[src/rtl/fifo_tx_serializer.sv]
// Drains a flagless FIFO and sends each byte as an async serial frame (start, LSB-first data, stop).
// Define SER_PARITY_EN to insert an even-parity bit between the data and stop bits.
`timescale 1ns/1ps
module fifo_tx_serializer #(
  parameter int unsigned DATA_W = 8,
  parameter int unsigned DEPTH  = 16,
  parameter int unsigned CNT_W  = 5,
  parameter int unsigned DIV_W  = 16
) (
  input  logic              clk,
  input  logic              SER_reset_n,
  input  logic [DATA_W-1:0] fifo_data_in,
  input  logic              fifo_push,
  output logic              fifo_pop,
  input  logic              fifo_flush,
  input  logic              enable,
  input  logic [DIV_W-1:0]  baud_div,
  output logic              tx,
  output logic              busy,
  output logic [CNT_W-1:0]  level,
  output logic              overflow
);

  localparam int unsigned BIT_W = (DATA_W > 1) ? $clog2(DATA_W) : 1;

  typedef enum logic [2:0] {
    S_IDLE,
    S_START,
    S_DATA,
`ifdef SER_PARITY_EN
    S_PARITY,
`endif
    S_STOP
  } state_t;

  state_t            state_q, state_d;
  logic [DIV_W-1:0]  baud_q, baud_d;
  logic [DIV_W-1:0]  div_q, div_d;
  logic [BIT_W-1:0]  bit_q, bit_d;
  logic [DATA_W-1:0] sh_q, sh_d;
  logic              pop_q, pop_d;
  logic              tx_q, tx_d;
  logic              busy_q, busy_d;
  logic [CNT_W-1:0]  level_q, level_d;
  logic              ovf_q, ovf_d;
`ifdef SER_PARITY_EN
  logic              par_q, par_d;
`endif

  logic bit_end;
  logic can_start;
  logic load;

  assign fifo_pop = pop_q;
  assign tx       = tx_q;
  assign busy     = busy_q;
  assign level    = level_q;
  assign overflow = ovf_q;

  // Shadow occupancy: tracks the FIFO from its push strobe and our own registered pop.
  always_comb begin
    level_d = level_q;
    ovf_d   = ovf_q;
    if (fifo_flush) begin
      level_d = '0;
      ovf_d   = 1'b0;
    end else if (fifo_push && !pop_q) begin
      if (level_q == CNT_W'(DEPTH)) ovf_d = 1'b1;
      else                          level_d = level_q + CNT_W'(1);
    end else if (!fifo_push && pop_q && (level_q != '0)) begin
      level_d = level_q - CNT_W'(1);
    end
  end

  assign bit_end   = (baud_q == div_q);
  assign can_start = enable && (level_q != '0) && !fifo_flush;
  assign load      = can_start && ((state_q == S_IDLE) || ((state_q == S_STOP) && bit_end));

  always_comb begin
    state_d = state_q;
    baud_d  = baud_q;
    div_d   = div_q;
    bit_d   = bit_q;
    sh_d    = sh_q;
    pop_d   = 1'b0;
`ifdef SER_PARITY_EN
    par_d   = par_q;
`endif

    if (state_q != S_IDLE) baud_d = bit_end ? '0 : baud_q + DIV_W'(1);

    unique case (state_q)
      S_IDLE: ;
      S_START: if (bit_end) state_d = S_DATA;
      S_DATA: begin
        if (bit_end) begin
          sh_d = sh_q >> 1;
          if (bit_q == BIT_W'(DATA_W - 1)) begin
            bit_d = '0;
`ifdef SER_PARITY_EN
            state_d = S_PARITY;
`else
            state_d = S_STOP;
`endif
          end else begin
            bit_d = bit_q + BIT_W'(1);
          end
        end
      end
`ifdef SER_PARITY_EN
      S_PARITY: if (bit_end) state_d = S_STOP;
`endif
      S_STOP: if (bit_end) state_d = S_IDLE;
      default: state_d = S_IDLE;
    endcase

    // Loading from IDLE or the last STOP cycle shares one path so back-to-back frames have no gap.
    if (load) begin
      state_d = S_START;
      sh_d    = fifo_data_in;
      div_d   = baud_div;
      baud_d  = '0;
      bit_d   = '0;
      pop_d   = 1'b1;
`ifdef SER_PARITY_EN
      par_d   = ^fifo_data_in;
`endif
    end
  end

  // Line level follows the registered state, so tx falls one clock after the pop strobe.
  always_comb begin
    tx_d = 1'b1;
    unique case (state_q)
      S_START:  tx_d = 1'b0;
      S_DATA:   tx_d = sh_q[0];
`ifdef SER_PARITY_EN
      S_PARITY: tx_d = par_q;
`endif
      default:  tx_d = 1'b1;
    endcase
    busy_d = (state_q != S_IDLE);
  end

  always_ff @(posedge clk or negedge SER_reset_n) begin
    if (!SER_reset_n) begin
      state_q <= S_IDLE;
      baud_q  <= '0;
      div_q   <= '0;
      bit_q   <= '0;
      sh_q    <= '0;
      pop_q   <= 1'b0;
      tx_q    <= 1'b1;
      busy_q  <= 1'b0;
      level_q <= '0;
      ovf_q   <= 1'b0;
`ifdef SER_PARITY_EN
      par_q   <= 1'b0;
`endif
    end else begin
      state_q <= state_d;
      baud_q  <= baud_d;
      div_q   <= div_d;
      bit_q   <= bit_d;
      sh_q    <= sh_d;
      pop_q   <= pop_d;
      tx_q    <= tx_d;
      busy_q  <= busy_d;
      level_q <= level_d;
      ovf_q   <= ovf_d;
`ifdef SER_PARITY_EN
      par_q   <= par_d;
`endif
    end
  end

endmodule

[config.mk]
export PLATFORM = sky130hd
export DESIGN_NAME = fifo_tx_serializer
export DESIGN_NICKNAME = d
export VERILOG_FILES = /design/src/rtl/fifo_tx_serializer.sv
export SDC_FILE = /design/constraint.sdc
export NUM_CORES = 1
export LEC_CHECK = 0
export ABC_AREA = 1
export BUFFER_PORTS_ARGS = -buffer_cell sky130_fd_sc_hd__buf_4
export CELL_PAD_IN_SITES_DETAIL_PLACEMENT = 1
export CELL_PAD_IN_SITES_GLOBAL_PLACEMENT = 2
export CORE_ASPECT_RATIO = 1.75
export CORE_MARGIN = 3
export CORE_UTILIZATION = 36
export CTS_CLUSTER_DIAMETER = 40
export DETAILED_ROUTE_END_ITERATION = 8
export PLACE_DENSITY_LB_ADDON = 0.1
export SLEW_MARGIN = 15
export SYNTH_ARGS = -nofsm -noshare
export SYNTH_HDL_FRONTEND = slang
export SYNTH_SLANG_ARGS = --single-unit
export TNS_END_PERCENT = 20
[constraint.sdc]
create_clock -name clk -period 3.8 [get_ports clk]
set_input_delay 0.76 -clock clk [delete_from_list [all_inputs] [get_ports clk]]
set_output_delay 0.76 -clock clk [all_outputs]
set_load 0.02 [all_outputs]
==> implementation parameters, run 1 <==
Parameter                              Value

Status
  Run status    finished clean

Global route
  All-Layer GR Usage    18.05%
  Pin count of the biggest net entering global routing    55
  Global-route wire length before repair    13200 um
  Gr ovfl total    0
  Initial antenna violation count    0
  Number of global-route vias before repair    2866

Synth
  Post-synth top area cell    sky130_fd_sc_hd__dfrtp_1
  Top area cells in the synthesized netlist    sky130_fd_sc_hd__dfrtp_1 45%, sky130_fd_sc_hd__nand2_1 19%, sky130_fd_sc_hd__inv_1 5.9%
  Area share of the largest cell type after synthesis    44.73%
  Top FF cell, synth    sky130_fd_sc_hd__dfrtp_1
  Cell variety after synth    32
  Yosys warns    0
  Sequential-to-total area share from yosys stat    45.61%
  Fraction of registers with async set or reset after synthesis    100.0%
  Cell count after synthesis    397
  Synthesized netlist net count    437
  Mean cell area of the mapped netlist    7.469 um2
  Number of enable flip-flop cells after synthesis    0
  Synthesized cell area    2965 um2
  #FFs+latches synth    54

Clock tree
  Cts bufs inserted    5
  CTS tree    done
  Post-CTS setup buffer count    0
  Buffer depth of the longest clock path    2
  Cts hold-fix bufs    0
  Clock edge transition at the registers on the reported setup and hold paths    0.07 ns
  Post-cts repair resize count    0
  Clock Sinks    54
  CTS H-Tree Depth    2
  Clock network latency to the later pin of the worst-skew pair    0.30 ns
  Root buffer selected by CTS    sky130_fd_sc_hd__clkbuf_16

Timing
  Setup TNS    0 ns
  Fmax    0.4366 GHz
  Relative max-transition margin    53.02%
  Setup clock skew after layout    0.01000 ns
  Setup-failing EPs final    0
  Number of hold-slack violations in the final timing report    0
  Clock period minus worst slack    2.290 ns
  Slew at the pin with the worst max-slew slack    0.7047 ns
  Final clock period utilization by the worst path    60.27%
  RSZ-0062 raised after global routing    no
  Fin. max-slew vios    0

Detailed routing
  Vias per inst    4.908
  Final routed wire length divided by cell count    14.19 um
  Total routed wirelength    7433 um
  First-pass iteration count of the detailed router    4
  DRC violation total after the first TritonRoute iteration    103
  Via Count    2572
  Count of unresolved DRC violations after routing    0
  Number of nets with antenna violations after detailed routing    0

Finish
  Final Cell Area    3468 um2
  Diodes inserted    0
  Fraction of layout instances using a drive strength above 1    14.06%
  Nets    473
  Synth-to-Final Area Change    16.96%

Worst hold path
  Class of the tightest hold or removal check    reg2reg

Floorplan
  Die height    126.1 um
  Core region area    7963 um2
  Rows    43
  Initial core utilization    37.24%
  Floorplan die width    74.61 um
  Total die area    9405 um2
  Number of top-level pins    38

Power
  Static power due to leakage    1.872 nW
  Ratio of total power to cell area    403.2 nW/um2
  Largest voltage drop on the vdd net    0.2244 mV

Placed design
  IO Port Bufs    37
  Gp weighted congestion    0.7683
  DP HPWL    5688 um
  Area after detailed placement    3306 um2

Worst setup path
  Crit start category    flop
  Required time of the worst setup path    4.04 ns
  Endpoint kind of the worst setup timing path    flop
  Kind of critical path    reg2reg
  Maximum fanout along the worst path    40
  Data arrival, critical path    2.53 ns

Job
  Maximum Capacitance Violations    0
==> area by class of cell <==
type / count / area (um2)
Sequential cell: 54 / 1353
Fill cell: 1021 / 4494
Inverter: 54 / 202.7
Clock inverter: 1 / 30.03
Tap cell: 90 / 112.6
Multi-Input combinational cell: 281 / 1360
Clock buffer: 7 / 132.6
Timing Repair Buffer: 37 / 277.8
==> per-stage QoR <==
step / setup slack (ns) / utilization, % / std cells / total power, mW / hold slack (ns)
2_1_floorplan: 1.855 / - / 397 / 0.7813 / 0.4422
3_3_place_gp: 1.460 / 41.51 / 516 / 0.8942 / 0.4662
3_5_place_dp: 1.380 / 41.51 / 516 / 0.8971 / 0.4699
4_1_cts: 1.397 / 43.56 / 524 / 1.426 / 0.4887
5_1_grt: 1.067 / 43.56 / 524 / 1.478 / 0.5185
6_report: 1.510 / 43.56 / 524 / 1.398 / 0.4814
==> worst paths after layout <==
check / start / to / cells after the start / slack (ns)
worst max-delay path: baud_q[0] / sh_q[0] / 14 / 1.51
worst min-delay path: sh_q[7] / sh_q[7] / 2 / 0.48
worst max register to register: baud_q[0] / sh_q[0] / 14 / 1.51
worst min register to register: sh_q[7] / sh_q[7] / 2 / 0.48
max in group asynchronous: SER_reset_n / baud_q[15] / 1 / 2.81
min in group asynchronous: SER_reset_n / div_q[11] / 1 / 0.51
==> cell families after synthesis <==
kind of cell / count (synthesis) / synth area share, %
XOR/XNOR: 12 / 3.544
buffers and inverters: 62 / 8.523
flip-flops: 54 / 45.61
AND/OR/NAND/NOR: 221 / 30.59
adder cells (fa/ha/maj): 11 / 4.895
AO/OA/AOI/OAI: 37 / 6.836
==> report_power, final <==
group,total (mW),internal [mW],switching (mW)
Sequential,0.622,0.597,0.0250
Combinational,0.258,0.108,0.149
Clock,0.518,0.312,0.206
==> cell usage after synthesis (2+ instances only) <==
library cell and n:
sky130_fd_sc_hd__or2_2 2, sky130_fd_sc_hd__o21ai_0 22, sky130_fd_sc_hd__ha_1 10, sky130_fd_sc_hd__inv_1 47, sky130_fd_sc_hd__a21oi_1 6, sky130_fd_sc_hd__nor2_2 2
sky130_fd_sc_hd__inv_2 7, sky130_fd_sc_hd__nor3_1 4, sky130_fd_sc_hd__nand4_1 3, sky130_fd_sc_hd__buf_2 4, sky130_fd_sc_hd__nor2_1 36, sky130_fd_sc_hd__nand3_1 16
sky130_fd_sc_hd__o22ai_1 5, sky130_fd_sc_hd__xor2_1 11, sky130_fd_sc_hd__dfrtp_1 53, sky130_fd_sc_hd__nand2_1 152, sky130_fd_sc_hd__buf_4 2
==> state kept, by name, summed over array words and instances (netlist names) <==
name	cells
bit_q	3
state_q	2
fifo_pop	1
busy	1
div_q	16
level	5
overflow	1
tx	1
sh_q	8
baud_q	16
==> metal layers <==
metal | global-route usage [%] | part of all wire [%] | vias to the layer above | routed length, um
li1 | - | - | 1290 | -
met1 | 19.43 | 38 | 1239 | 2803
met2 | 33.80 | 57 | 33 | 4252
met3 | 2.716 | 2.5 | 10 | 189
met4 | 6.709 | 2.5 | 0 | 188
met5 | 0 | 0 | - | 0
==> cells in the final DEF (no fill, tap or decap) <==
cell,Yosys,layout
sky130_fd_sc_hd__nand2_1,152,152
sky130_fd_sc_hd__inv_2,7,7
sky130_fd_sc_hd__o22ai_1,5,5
sky130_fd_sc_hd__nor4_1,1,1
sky130_fd_sc_hd__a31oi_1,1,1
sky130_fd_sc_hd__nor2_1,36,36
sky130_fd_sc_hd__xor2_1,11,11
sky130_fd_sc_hd__ha_1,10,10
sky130_fd_sc_hd__nor3_1,4,4
sky130_fd_sc_hd__dfrtp_1,53,53
sky130_fd_sc_hd__inv_1,47,47
sky130_fd_sc_hd__nand4_1,3,3
sky130_fd_sc_hd__buf_4,2,37
sky130_fd_sc_hd__clkbuf_16,0,5
sky130_fd_sc_hd__fa_1,1,1
sky130_fd_sc_hd__nor3_2,1,1
sky130_fd_sc_hd__o21ai_0,22,22
sky130_fd_sc_hd__nor2_4,1,1
sky130_fd_sc_hd__a21oi_1,6,6
sky130_fd_sc_hd__clkbuf_1,1,2
sky130_fd_sc_hd__nor4_2,1,1
sky130_fd_sc_hd__xnor2_1,1,1
sky130_fd_sc_hd__nor2_2,2,2
sky130_fd_sc_hd__nand2_2,1,1
sky130_fd_sc_hd__or2_2,2,2
sky130_fd_sc_hd__o21ai_2,1,1
sky130_fd_sc_hd__bufinv_16,0,1
sky130_fd_sc_hd__dfstp_2,1,1
sky130_fd_sc_hd__nand3_1,16,16
sky130_fd_sc_hd__o221ai_1,1,1
sky130_fd_sc_hd__nand2_4,1,1
sky130_fd_sc_hd__a22oi_1,1,1
==> worst max-delay path: stages (launching register included) <==
cell	delay (ns)
sky130_fd_sc_hd__dfrtp_1	0.40
sky130_fd_sc_hd__inv_1	0.09
sky130_fd_sc_hd__nand2_1	0.06
sky130_fd_sc_hd__nand2_1	0.06
sky130_fd_sc_hd__nor2_1	0.10
sky130_fd_sc_hd__nand2_1	0.06
sky130_fd_sc_hd__nor2_1	0.23
sky130_fd_sc_hd__nand3_1	0.13
sky130_fd_sc_hd__nand2_2	0.10
sky130_fd_sc_hd__nand2_4	0.13
sky130_fd_sc_hd__inv_2	0.50
sky130_fd_sc_hd__nand2_1	0.14
sky130_fd_sc_hd__nand2_1	0.10
sky130_fd_sc_hd__nand2_1	0.05
sky130_fd_sc_hd__nand2_1	0.07
Note: power is estimated with default switching activity, not from simulation.
==> run 2, diff against run 1 <==
- CORE_UTILIZATION: 36 -> 30
- clock period: 3.8 -> 2.1 ns (I/O delays scaled with it)
==> run 2 against run 1 <==
Compared with the run above: clock power up 62%; non-clock buffer count up 11; register-to-register slack worse by 1.4 ns; setup slack worse by 1.4 ns; critical path depth down 9; final cell count up 8.2%; clock skew about the same; hold slack worse by 0.31 ns; cell area up 4.0%; sequential power up 82%; maximum frequency up 17%; via count up 2.2%; critical path type unchanged.
==> implementation parameters, run 2 (synthesis gave the netlist of run 1 again) <==
Parameter                              Value

Status
  Run status    finished clean

Floorplan
  Floorplan die width    81.16 um (+8.8%)
  Rows    47 (+9.3%)
  Initial core utilization    31.13% (-6.1 points)
  Number of top-level pins    38 (unchanged)
  Die height    137.5 um (+9.1%)
  Core region area    9527 um2 (+20%)
  Total die area    11160 um2 (+19%)

Worst setup path
  Buffers and inverters on the worst path    0 (-2)
  Kind of critical path    reg2reg
  Crit start category    flop
  Maximum fanout along the worst path    6 (-85%)
  Kind of cell adding the most delay to the critical path    simple AND/OR/NAND/NOR gates
  Slowest library cell on the worst path    sky130_fd_sc_hd__nor4_1
  Endpoint kind of the worst setup timing path    flop
  Cell chain of the critical path    nor4_1, a22oi_1, or2_2, nand2_1, o21ai_0
  Required time of the worst setup path    2.28 ns (-1.76 ns)
  Max stage delay on crit path    0.60 ns (+0.10 ns)
  Data arrival, critical path    2.14 ns (-0.39 ns)

Timing
  Setup-failing EPs final    0 (unchanged)
  Final clock period utilization by the worst path    93.30% (+33 points)
  Fin. max-slew vios    0 (unchanged)
  Relative max-transition margin    50.86% (-2.2 points)
  Fmax    0.5104 GHz (+17%)
  Slew at the pin with the worst max-slew slack    0.7371 ns (+0.03241 ns)
  Setup clock skew after layout    0.009556 ns (-0.0004485 ns)
  Min setup slack post-route    0.1407 ns (-1.369 ns)
  Number of hold-slack violations in the final timing report    0 (unchanged)
  Clock period minus worst slack    1.959 ns (-0.3311 ns)

Detailed routing
  Highest metal used    met4
  DRC violation total after the first TritonRoute iteration    130 (+26%)
  Final routed wire length divided by cell count    14.80 um (+4.3%)
  First-pass iteration count of the detailed router    4 (unchanged)
  Vias per inst    4.637 (-5.5%)
  Total routed wirelength    8392 um (+13%)
  Via Count    2629 (+2.2%)
  Met3 wirelength from detailed routing    231 um (+22%)
  Met2 wirelength from detailed routing    4973 um (+17%)
  Number of nets with antenna violations after detailed routing    0 (unchanged)
  Count of unresolved DRC violations after routing    0 (unchanged)
  Post-Route M1 WL    3075 um (+9.7%)

Clock tree
  Clock Sinks    54 (unchanged)
  Cts hold-fix bufs    0 (unchanged)
  Clock network latency to the later pin of the worst-skew pair    0.30 ns (about the same)
  Root buffer selected by CTS    sky130_fd_sc_hd__clkbuf_16
  Clock edge transition at the registers on the reported setup and hold paths    0.08 ns (about the same)
  CTS tree    done
  Buffer depth of the longest clock path    2 (unchanged)
  CTS H-Tree Depth    2 (unchanged)
  Cts bufs inserted    5 (unchanged)

Power
  Sequential share of power    46.2% (+1.7 points)
  Net load switching power    0.7248 mW (+90%)
  Largest voltage drop on the vdd net    0.3622 mV (+61%)
  Final Power    2.448 mW (+75%)
  Share of power burned in the clock network    34.3% (-2.8 points)
  Static power due to leakage    1.920 nW (+2.6%)
  Internal power component    1.724 mW (+69%)
  Sw Ratio    29.60% (+2.4 points)
  Ratio of total power to cell area    679.0 nW/um2 (+68%)
  Portion of total power attributed to combinational logic    19.6% (+1.2 points)

Placed design
  Gp weighted congestion    0.7185 (-6.5%)
  DP HPWL    6155 um (+8.2%)
  IO Port Bufs    37 (unchanged)
  Total instance count after detailed placement    556 (+7.8%)
  Pre-CTS setup slack    0.08596 ns (-1.295 ns)

Global route
  All-Layer GR Usage    15.41% (-2.6 points)
  Gr ovfl total    0 (unchanged)
  Number of global-route vias before repair    2692 (-6.1%)
  Initial antenna violation count    0 (unchanged)
  Global-route wire length before repair    13010 um (-1.5%)
  Pin count of the biggest net entering global routing    55 (unchanged)

Finish
  Synth-to-Final Area Change    21.60%
  Largest registers    baud_q: 16 flops, div_q: 16 flops, sh_q: 8 flops
  Final Util    37.85% (-5.7 points)
  Leading cell types in the layout, fill and taps excluded    152 x sky130_fd_sc_hd__nand2_1, 52 x sky130_fd_sc_hd__dfrtp_1, 47 x sky130_fd_sc_hd__inv_1
  Most common cell after layout, fill and taps aside    sky130_fd_sc_hd__nand2_1
  Fraction of layout instances using a drive strength above 1    16.63% (+2.6 points)
  Number of non-filler instances in the completed layout    567 (+8.2%)
  Diodes inserted    0 (unchanged)
  Number of fillers in the final layout    1216 (+19%)
  Nets    484 (+2.3%)

Worst hold path
  Class of the tightest hold or removal check    in2async

Job
  Maximum Capacitance Violations    0 (unchanged)
## run 2: cell count changes in the layout (fill, tap and decap cells not counted), sizes merged
cell	previous run	this run
clkbuf	7	9
bufinv	1	0
buf	37	47
## run 2: power by group through the flow
stage	logic [mW]	registers [mW]	clock network, mW
floorplan	0.224	1.19	0
global placement	0.476	1.15	0
detailed placement	0.487	1.15	0
CTS	0.489	1.13	0.866
global route	0.530	1.14	0.914
finish	0.479	1.13	0.839
## run 2: worst paths after layout
path	startpoint	slack [ns]	cells past startpoint	endpoint
worst max-delay path	level[1]	0.14	5	level[1]
worst min-delay path	SER_reset_n	0.17	1	fifo_pop
worst max register to register	level[1]	0.14	5	level[1]
worst min register to register	sh_q[7]	0.47	2	sh_q[7]
max in group asynchronous	SER_reset_n	1.41	1	baud_q[12]
min in group clk	fifo_flush	0.30	2	overflow
## run 2: stage by stage
step                cell area, um2  hold slack [ns]  setup TNS (ns)
floorplan                     2965           0.1244               0
global placement              3418           0.4661               0
detailed placement            3418           0.4634               0
CTS                           3555           0.2180               0
global route                  3606           0.2311       -0.001636
finish                        3606           0.1714               0
## run 2: cell type report
type,instances,area [um2],area share [%]
multi-input cells,281,1370,37.99
clock buffers,8,136.4,3.782
inverters,54,202.7,5.621
well taps,122,152.6,4.233
repair buffers,48,390.4,10.83
flip-flops and latches,54,1354,37.54
## run 2: worst reg2reg max path: stages, from the launching register on
cell and delay, ns:
sky130_fd_sc_hd__dfrtp_1 0.44, sky130_fd_sc_hd__nor4_1 0.60, sky130_fd_sc_hd__a22oi_1 0.23, sky130_fd_sc_hd__or2_2 0.41, sky130_fd_sc_hd__nand2_1 0.08, sky130_fd_sc_hd__o21ai_0 0.08
## run 2: what timing repair did
item | CTS | global route
setup endpoints to repair | 0 | 19
setup buffers | 0 | 2
gates resized for setup | 0 | 4
## run 2: routing by layer
layer	vias up	GRT usage [%]
li1	1314	-
met1	1275	15.33
met2	34	31.34
met3	6	2.356
met4	0	4.511
met5	-	0
